**config.mk**
```make
export PLATFORM = sky130hd
export DESIGN_NAME = mstr_addr_chan_arbiter
export DESIGN_NICKNAME = d
export VERILOG_FILES = /design/src/rtl/mstr_addr_chan_arbiter.sv
export SDC_FILE = /design/constraint.sdc
export NUM_CORES = 1
export LEC_CHECK = 0
export BUFFER_PORTS_ARGS = -buffer_cell sky130_fd_sc_hd__buf_2
export CORE_AREA = 8 8 130 132
export DETAILED_ROUTE_END_ITERATION = 16
export DIE_AREA = 0 0 138 140
export GPL_ROUTABILITY_DRIVEN = 0
export PLACE_DENSITY = 0.76
export SLEW_MARGIN = 20
export SYNTH_ARGS = -nofsm -noshare
export SYNTH_HDL_FRONTEND = slang
export SYNTH_SLANG_ARGS = --single-unit
```
**constraint.sdc**
```tcl
create_clock -name XBAR_CLK -period 2.5 [get_ports XBAR_CLK]
set_clock_uncertainty 0.1 [all_clocks]
set_input_delay 0.125 -clock XBAR_CLK [delete_from_list [all_inputs] [get_ports XBAR_CLK]]
set_output_delay 0.125 -clock XBAR_CLK [all_outputs]
set_load 0.02 [all_outputs]
```
**src/rtl/mstr_addr_chan_arbiter.sv**
```systemverilog
// Round-robin arbiter sharing one crossbar address channel; winner latched into an output register.
// Optional ARB_QOS_EN: highest req_qos wins, ties broken round-robin. Accept->out_valid 1 cycle; out held until out_ready.
module mstr_addr_chan_arbiter #(
  parameter int NUM_MASTERS     = 4,
  parameter int PAYLOAD_WIDTH   = 64,
  parameter int MAX_OUTSTANDING = 8,
  localparam int MIDX_W = (NUM_MASTERS > 1) ? $clog2(NUM_MASTERS) : 1,
  localparam int CNT_W  = $clog2(MAX_OUTSTANDING + 1)
) (
  input  logic                                 XBAR_CLK,
  input  logic                                 sysReset,
  input  logic [NUM_MASTERS-1:0]               req_valid,
  input  logic [NUM_MASTERS*PAYLOAD_WIDTH-1:0] req_payload,
  input  logic [NUM_MASTERS*4-1:0]             req_qos,
  output logic [NUM_MASTERS-1:0]               req_ready,
  output logic                                 out_valid,
  output logic [PAYLOAD_WIDTH-1:0]             out_payload,
  output logic [MIDX_W-1:0]                    out_mstr_idx,
  input  logic                                 out_ready,
  input  logic                                 txn_done,
  output logic [CNT_W-1:0]                     outstanding,
  output logic                                 err_underflow
);

  typedef enum logic {IDLE = 1'b0, SEND = 1'b1} state_t;

  state_t                   state_q;
  logic [MIDX_W-1:0]        rr_ptr_q, rr_ptr_d;
  logic                     out_valid_q;
  logic [PAYLOAD_WIDTH-1:0] out_payload_q;
  logic [MIDX_W-1:0]        out_mstr_idx_q;
  logic [CNT_W-1:0]         cnt_q, cnt_d;
  logic                     err_q, err_d;

  logic [PAYLOAD_WIDTH-1:0] pay_a [NUM_MASTERS];
  logic [3:0]               qos_a [NUM_MASTERS];

  for (genvar g = 0; g < NUM_MASTERS; g++) begin : g_unpack
    assign pay_a[g] = req_payload[g*PAYLOAD_WIDTH +: PAYLOAD_WIDTH];
    assign qos_a[g] = req_qos[g*4 +: 4];
  end

  logic [MIDX_W-1:0] win_idx;
  logic              any_vld;
  logic [3:0]        best_qos;
  logic [MIDX_W:0]   scan_sum;
  logic [MIDX_W-1:0] scan_idx;

  // Scan masters in round-robin order starting at rr_ptr; the first (or highest-QOS) valid wins.
  always_comb begin
    win_idx  = '0;
    any_vld  = 1'b0;
    best_qos = '0;
    scan_sum = '0;
    scan_idx = '0;
    for (int k = 0; k < NUM_MASTERS; k++) begin
      scan_sum = {1'b0, rr_ptr_q} + (MIDX_W+1)'(k);
      if (scan_sum >= (MIDX_W+1)'(NUM_MASTERS)) scan_sum = scan_sum - (MIDX_W+1)'(NUM_MASTERS);
      scan_idx = scan_sum[MIDX_W-1:0];
`ifdef ARB_QOS_EN
      if (req_valid[scan_idx] && (!any_vld || qos_a[scan_idx] > best_qos)) begin
        any_vld  = 1'b1;
        win_idx  = scan_idx;
        best_qos = qos_a[scan_idx];
      end
`else
      if (req_valid[scan_idx] && !any_vld) begin
        any_vld = 1'b1;
        win_idx = scan_idx;
      end
`endif
    end
  end

`ifndef ARB_QOS_EN
  logic unused_qos;
  assign unused_qos = ^{req_qos, best_qos, qos_a[0]};
`endif

  logic grant, hs;
  assign grant = (state_q == IDLE) && any_vld && !sysReset &&
                 (cnt_q < CNT_W'(MAX_OUTSTANDING));
  assign req_ready = grant ? (NUM_MASTERS'(1) << win_idx) : '0;
  assign hs = out_valid_q & out_ready;

  always_comb begin
    rr_ptr_d = out_mstr_idx_q + MIDX_W'(1);
    if ({1'b0, out_mstr_idx_q} + (MIDX_W+1)'(1) >= (MIDX_W+1)'(NUM_MASTERS)) rr_ptr_d = '0;
  end

  // Handshake and retire in the same cycle cancel out; retire at zero only flags the error.
  always_comb begin
    cnt_d = cnt_q;
    err_d = err_q;
    if (hs && !txn_done) begin
      cnt_d = cnt_q + 1'b1;
    end else if (!hs && txn_done) begin
      if (cnt_q == '0) err_d = 1'b1;
      else             cnt_d = cnt_q - 1'b1;
    end
  end

  always_ff @(posedge XBAR_CLK) begin
    if (sysReset) begin
      state_q        <= IDLE;
      rr_ptr_q       <= '0;
      out_valid_q    <= 1'b0;
      out_payload_q  <= '0;
      out_mstr_idx_q <= '0;
      cnt_q          <= '0;
      err_q          <= 1'b0;
    end else begin
      cnt_q <= cnt_d;
      err_q <= err_d;
      case (state_q)
        IDLE: if (grant) begin
          state_q        <= SEND;
          out_valid_q    <= 1'b1;
          out_payload_q  <= pay_a[win_idx];
          out_mstr_idx_q <= win_idx;
        end
        SEND: if (out_ready) begin
          state_q     <= IDLE;
          out_valid_q <= 1'b0;
          rr_ptr_q    <= rr_ptr_d;
        end
        default: state_q <= IDLE;
      endcase
    end
  end

  assign out_valid     = out_valid_q;
  assign out_payload   = out_payload_q;
  assign out_mstr_idx  = out_mstr_idx_q;
  assign outstanding   = cnt_q;
  assign err_underflow = err_q;

endmodule

```
==> results of run 1 <==
## cell usage in the layout, fill, tap and decap left out, types with 2 or more instances in the layout
cell | Yosys | final
inv_1 | 5 | 5
dlygate4sd3_1 | 0 | 149
a221oi_1 | 62 | 62
bufinv_16 | 0 | 4
clkbuf_8 | 0 | 2
mux2i_1 | 65 | 65
or2_0 | 10 | 10
dfxtp_1 | 75 | 74
o21bai_2 | 5 | 5
nand2_1 | 9 | 9
buf_4 | 2 | 17
o21ai_0 | 3 | 3
o22ai_1 | 63 | 62
nor3_1 | 4 | 4
diode_2 | 0 | 12
or3_1 | 2 | 2
buf_2 | 15 | 339
nor2_1 | 9 | 9
or2_2 | 2 | 2
ha_1 | 5 | 5
a221oi_2 | 2 | 2
o22ai_2 | 2 | 3
buf_12 | 0 | 6
a211oi_1 | 2 | 2
o21bai_1 | 59 | 59
clkbuf_16 | 0 | 9
nand2b_1 | 47 | 47
and2_1 | 3 | 3
a21oi_1 | 14 | 14
or2_1 | 10 | 10
xnor2_1 | 2 | 2
## worst register-to-register path, delay by kind of cell, from the launching register on
kind | cells | cell delay [ns]
DFF | 1 | 0.45
and+or+nand+nor | 1 | 0.09
buffers and inverters | 2 | 0.81
AOI/OAI and AO/OA | 3 | 0.55
muxes | 1 | 0.26
## routing by layer
| metal | track usage | up-vias | part of all wire |
|---|---|---|---|
| met5 | 0 | - | 0 |
| met1 | 0.2416 | 3050 | 0.36 |
| li1 | - | 3009 | - |
| met4 | 0.1585 | 0 | 0.059 |
| met3 | 0.07437 | 108 | 0.094 |
| met2 | 0.4038 | 466 | 0.49 |
## kinds of logic after synthesis
logic type,share of synthesized area
DFF,0.3113
and+or+nand+nor,0.1206
buffers and inverters,0.06303
AOI/OAI and AO/OA,0.3494
adders and majority gates,0.01712
muxes,0.1349
xor gates and xnor gates,0.003632
## final timing paths
kind	start	to	slack, ns	depth (start not counted)
max	rr_ptr_q[0]	out_payload[27]	0.13	7
min	req_payload[240]	out_payload[48]	0.0006	3
max reg2reg	rr_ptr_q[0]	out_payload[27]	0.13	7
min reg2reg	err_underflow	err_underflow	0.38	2
## power by group through the flow
stage	Sequential, mW	Clock, mW	Combinational, mW
2_1_floorplan	2.16	0	1.30
3_3_place_gp	1.74	0	2.61
3_5_place_dp	1.76	0	2.64
4_1_cts	1.73	1.69	2.84
5_1_grt	1.78	1.74	3.11
6_report	1.74	1.67	2.90
## per-stage QoR
step	instances	util
after floorplan	529	-
after CTS	1189	0.5781
after detailed placement	1024	0.4524
after global routing	1201	0.5809
final	1203	0.5812
after global placement	1024	0.4524
## state kept, by name, indices dropped and copies added, names as in the netlist
name / cells
out_mstr_idx: 2
state_q: 1
outstanding: 4
err_underflow: 1
out_valid: 1
out_payload: 64
rr_ptr_q: 2
## cell type report
class	instances	area [um2]
clock inverter	4	120.1
antenna	12	30.03
tap	188	235.2
multi-input combinational	396	3040
timing repair buffer	511	3436
inverter	5	18.77
fill	1231	6225
sequential	75	1503
clock buffer	12	256.5
## repair_timing
action / CTS / global route
setup buffers: 0 / 2
hold buffers: 149 / 0
gates resized for setup: 0 / 1
setup endpoints to repair: 0 / 18
hold endpoints to repair: 61 / 0
==> flow_summary.yaml, run 1 <==
timing:
  worst_slack_ns: 0.1340
  fin_crit_ns: 2.366
  worst_slew_pin_slew_ns: 0.7331
  rsz0062_at_grt: "no"
  hold_viol_final: 0
  max_freq_mhz: 422.6
  setup_tns_ns: 0
  max_slew_margin: 0.5113
  setup_viol: 0
  period_share: 0.9464
  slew_viol_final: 0
  holdWs_ns: 0.0006459
detailed_routing:
  via_count: 6633
  ant_nets: 0
  wirelength_mm: 24.11
  wl_per_cell_um: 20.04
  dr.pass1.iters: 4
  drt_iter0_drc: 452
  route.detailed.drc: 0
  vias_per_cell: 5.514
clock_network:
  cts.path.max_buffers: 2
  cts_made_buffers: 9
  path_clk_slew_ns: 0.06
  cts_tree: "done"
  clk_latency_ns: 0.33
  cts-htree-levels: 3
  cts_root_buf: "clkbuf_16"
  clock-sinks: 75
logic_synthesis:
  ys_seq_elements: 75
  yosysMostFrequentCell: "dfxtp_1"
  seq_area_frac_synth: 0.3113
  avgSynthCellArea_um2: 9.118
  synth_cell_types: 42
  synth.top_cell.area_share: 0.3113
  yosysWarnings: 0
  synth_area_leaders: "dfxtp_1 (31%), mux2i_1 (13%), a221oi_1 (11%)"
  synth_cells: 529
  synthTopCellsByCount: "dfxtp_1 (75), mux2i_1 (65), o22ai_1 (63)"
  synth_nets: 815
  synth_top_area_cell: "dfxtp_1"
  async_flop_share: 0
  synth_edf_count: 0
  ys_dominant_reg_cell: "dfxtp_1"
  syn_area_um2: 4823
layout:
  drive_above_1_share: 0.3948
  final_area_um2: 8640
  nNetsFinal: 1284
  synthToLayoutAreaGrowth_pct: 79.12
pwr:
  pwr-share-clk: 0.264
  swShare: 0.3728
  leakagePower_nw: 4.011
  pwr-share-comb: 0.459
  seqPwrFrac: 0.276
  ir_drop_v: 0.0003965
  p_sw_mw: 2.350
  powerDensity_nw_per_um2: 729.7
  p_total_mw: 6.304
  p_int_mw: 3.954
worst_setup_path:
  max_stage_delay_ns: 0.60
  end_kind: "flop"
  crit_buf_inv: 2
  crit_family: "buffers and inverters"
  cp_slowest_cell: "dlygate4sd3_1"
  required_ns: 2.62
  arrival_ns: 2.48
  cp_max_fo: 23
  cp_cell_sequence: "nor2b_1 -> o21ai_0 -> o21a_4 -> buf_12 -> mux2i_1 -> dlygate4sd3_1 -> o22ai_1"
  crit_type: "reg -> reg"
  start_kind: "flop"
floorplanning:
  ios: 356
  start_util: 0.3245
  die_w_um: 138
  dieArea_um2: 19320
  die_h_um: 140
  num_rows: 45
  core_area_um2: 14860
grt:
  antenna_found_initial: 9
  grt_max_degree: 76
  grt_usage: 0.2348
  grt_overflow: 0
  grt_pass1_wl_mm: 36.76
  grt_pass1_vias: 6940
outcome:
  status: "finished, final reports clean"
job:
  drv_cap: 0
placed_design:
  pre_cts_ws_ns: 0.3394
  post-dp-hpwl_mm: 14.94
  place_area_um2: 6725
  port_buffers: 339
min_path:
  worstHoldPathType: "in -> reg"
(Power assumes the default switching activity.)
==> run 2: changes to the inputs <==
clock period = 2.6 ns   (was 2.5 ns; I/O delays follow)
==> flow_summary.yaml, run 2 (synthesis gave the netlist of run 1 again) <==
outcome:
  status: "finished, final reports clean"
floorplanning:
  die_w_um: 138
  dieArea_um2: 19320
  die_h_um: 140
  ios: 356
  num_rows: 45
  start_util: 0.3245
  core_area_um2: 14860
clock_network:
  cts_made_buffers: 9
  path_clk_slew_ns: 0.06
  cts-htree-levels: 3
  cts_root_buf: "clkbuf_16"
  cts_tree: "done"
  cts.path.max_buffers: 2
  clock-sinks: 75
  clk_latency_ns: 0.33
timing:
  slew_viol_final: 0
  worst_slew_pin_slew_ns: 0.7151
  max_freq_mhz: 423.7
  hold_viol_final: 0
  fin_crit_ns: 2.360
  setup_viol: 0
  period_share: 0.9078
  rsz0062_at_grt: "no"
  setup_tns_ns: 0
  max_slew_margin: 0.5232
layout:
  mostFrequentLayoutCell: "buf_2"
  final_area_um2: 8204
  most-common-layout-cells: "buf_2 (339), dlygate4sd3_1 (121), dfxtp_1 (74), mux2i_1 (65)"
  nNetsFinal: 1255
  drive_above_1_share: 0.4039
  synthToLayoutAreaGrowth_pct: 70.09
  largest_reg_flops: 64
worst_setup_path:
  cp_max_fo: 30
  required_ns: 2.71
  crit_type: "reg -> reg"
  arrival_ns: 2.47
  start_kind: "flop"
  worst-r2r-cell-count: 7
  end_kind: "flop"
  worst-r2r-setup-slack_ns: 0.24
  r2r_end: "out_payload[4]"
  r2r-start: "rr_ptr_q[0]"
pwr:
  leakagePower_nw: 3.830
  powerDensity_nw_per_um2: 674.1
  ir_drop_v: 0.0003244
detailed_routing:
  met3WireLength_mm: 1.987
  wl_per_cell_um: 19.43
  vias_per_cell: 5.378
  wl_met2_mm: 11.49
  via_count: 6292
  wirelength_mm: 22.73
  drt_iter0_drc: 385
  ant_nets: 0
  dr.pass1.iters: 4
  routed.top_layer: "met4"
  route.detailed.drc: 0
  wl_met1_mm: 8.490
placed_design:
  port_buffers: 339
  post-dp-hpwl_mm: 14.92
  place_area_um2: 6653
grt:
  antenna_found_initial: 8
  grt_overflow: 0
  grt_pass1_vias: 6589
  grt_usage: 0.2220
  grt_max_degree: 76
  grt_pass1_wl_mm: 34.64
min_path:
  min-delay-start: "req_payload[161]"
  min_to: "out_payload[33]"
  worstHoldPathType: "in -> reg"
  whs_path_depth: 3
job:
  drv_cap: 0
==> run 2: cell types whose count changed in the layout (fill, tap and decap cells not counted) <==
cell / change
dlygate4sd3_1: -28
clkbuf_1: +1
diode_2: -3
clkbuf_8: -1
clkinv_2: +3
buf_12: -2
bufinv_16: -4
buf_4: +1
==> run 2: how the worst max path moves through the flow <==
stage | startpoint | to | slack (ns) | cells after the start
floorplan | out_valid | outstanding[3] | 0.47 | 9
global placement | rr_ptr_q[1] | out_payload[35] | 0.46 | 5
detailed placement | rr_ptr_q[1] | out_payload[38] | 0.40 | 5
CTS | rr_ptr_q[1] | out_payload[16] | 0.04 | 7
global route | out_ready | outstanding[3] | 0.12 | 11
finish | rr_ptr_q[0] | out_payload[4] | 0.24 | 7
==> run 2: worst max-delay path: stages (launching register included) <==
cell and delay, ns:
dfxtp_1 0.43, nor2b_1 0.09, o21ai_0 0.21, o21a_4 0.23
buf_12 0.25, mux2i_1 0.26, dlygate4sd3_1 0.59, o22ai_1 0.08
==> run 2: cell type report <==
cell class / instances / area, um2
Clock inverter: 3 / 15.01
Fill cell: 1306 / 6660
Timing Repair Buffer: 482 / 3123
Inverter: 5 / 18.77
Antenna cell: 9 / 22.52
Sequential cell: 75 / 1503
Tap cell: 188 / 235.2
Multi-Input combinational cell: 396 / 3040
Clock buffer: 12 / 246.5
==> run 2: per-stage QoR <==
stage               worst slack [ns]  power, mW  std cells  utilization  hold WS, ns
floorplan                     0.4667      3.328        529            -       0.1901
global placement              0.4619      4.124       1021       0.4476       0.3104
detailed placement            0.3950      4.165       1021       0.4476       0.3201
CTS                          0.03846      5.512       1157       0.5466   0.00001565
global route                  0.1199      5.868       1169       0.5518     0.006071
finish                        0.2396      5.531       1170       0.5519      0.01146
==> run 2: repair_timing <==
| item | CTS | global route |
|---|---|---|
| gates resized for setup | 0 | 1 |
| hold endpoints to repair | 55 | 0 |
| hold buffers | 121 | 0 |
| endpoints found under the setup margin | 0 | 37 |
| buffers inserted | 0 | 4 |
==> run 2: power by group <==
group	internal, mW	switching (mW)
Sequential	1.48	0.187
Combinational	1.20	1.53
Clock	0.663	0.472
==> run 2: metal layers <==
metal	up-vias	GRT usage
met1	2946	0.2298
met4	0	0.1127
met5	-	0
met3	60	0.08147
li1	2947	-
met2	339	0.3880
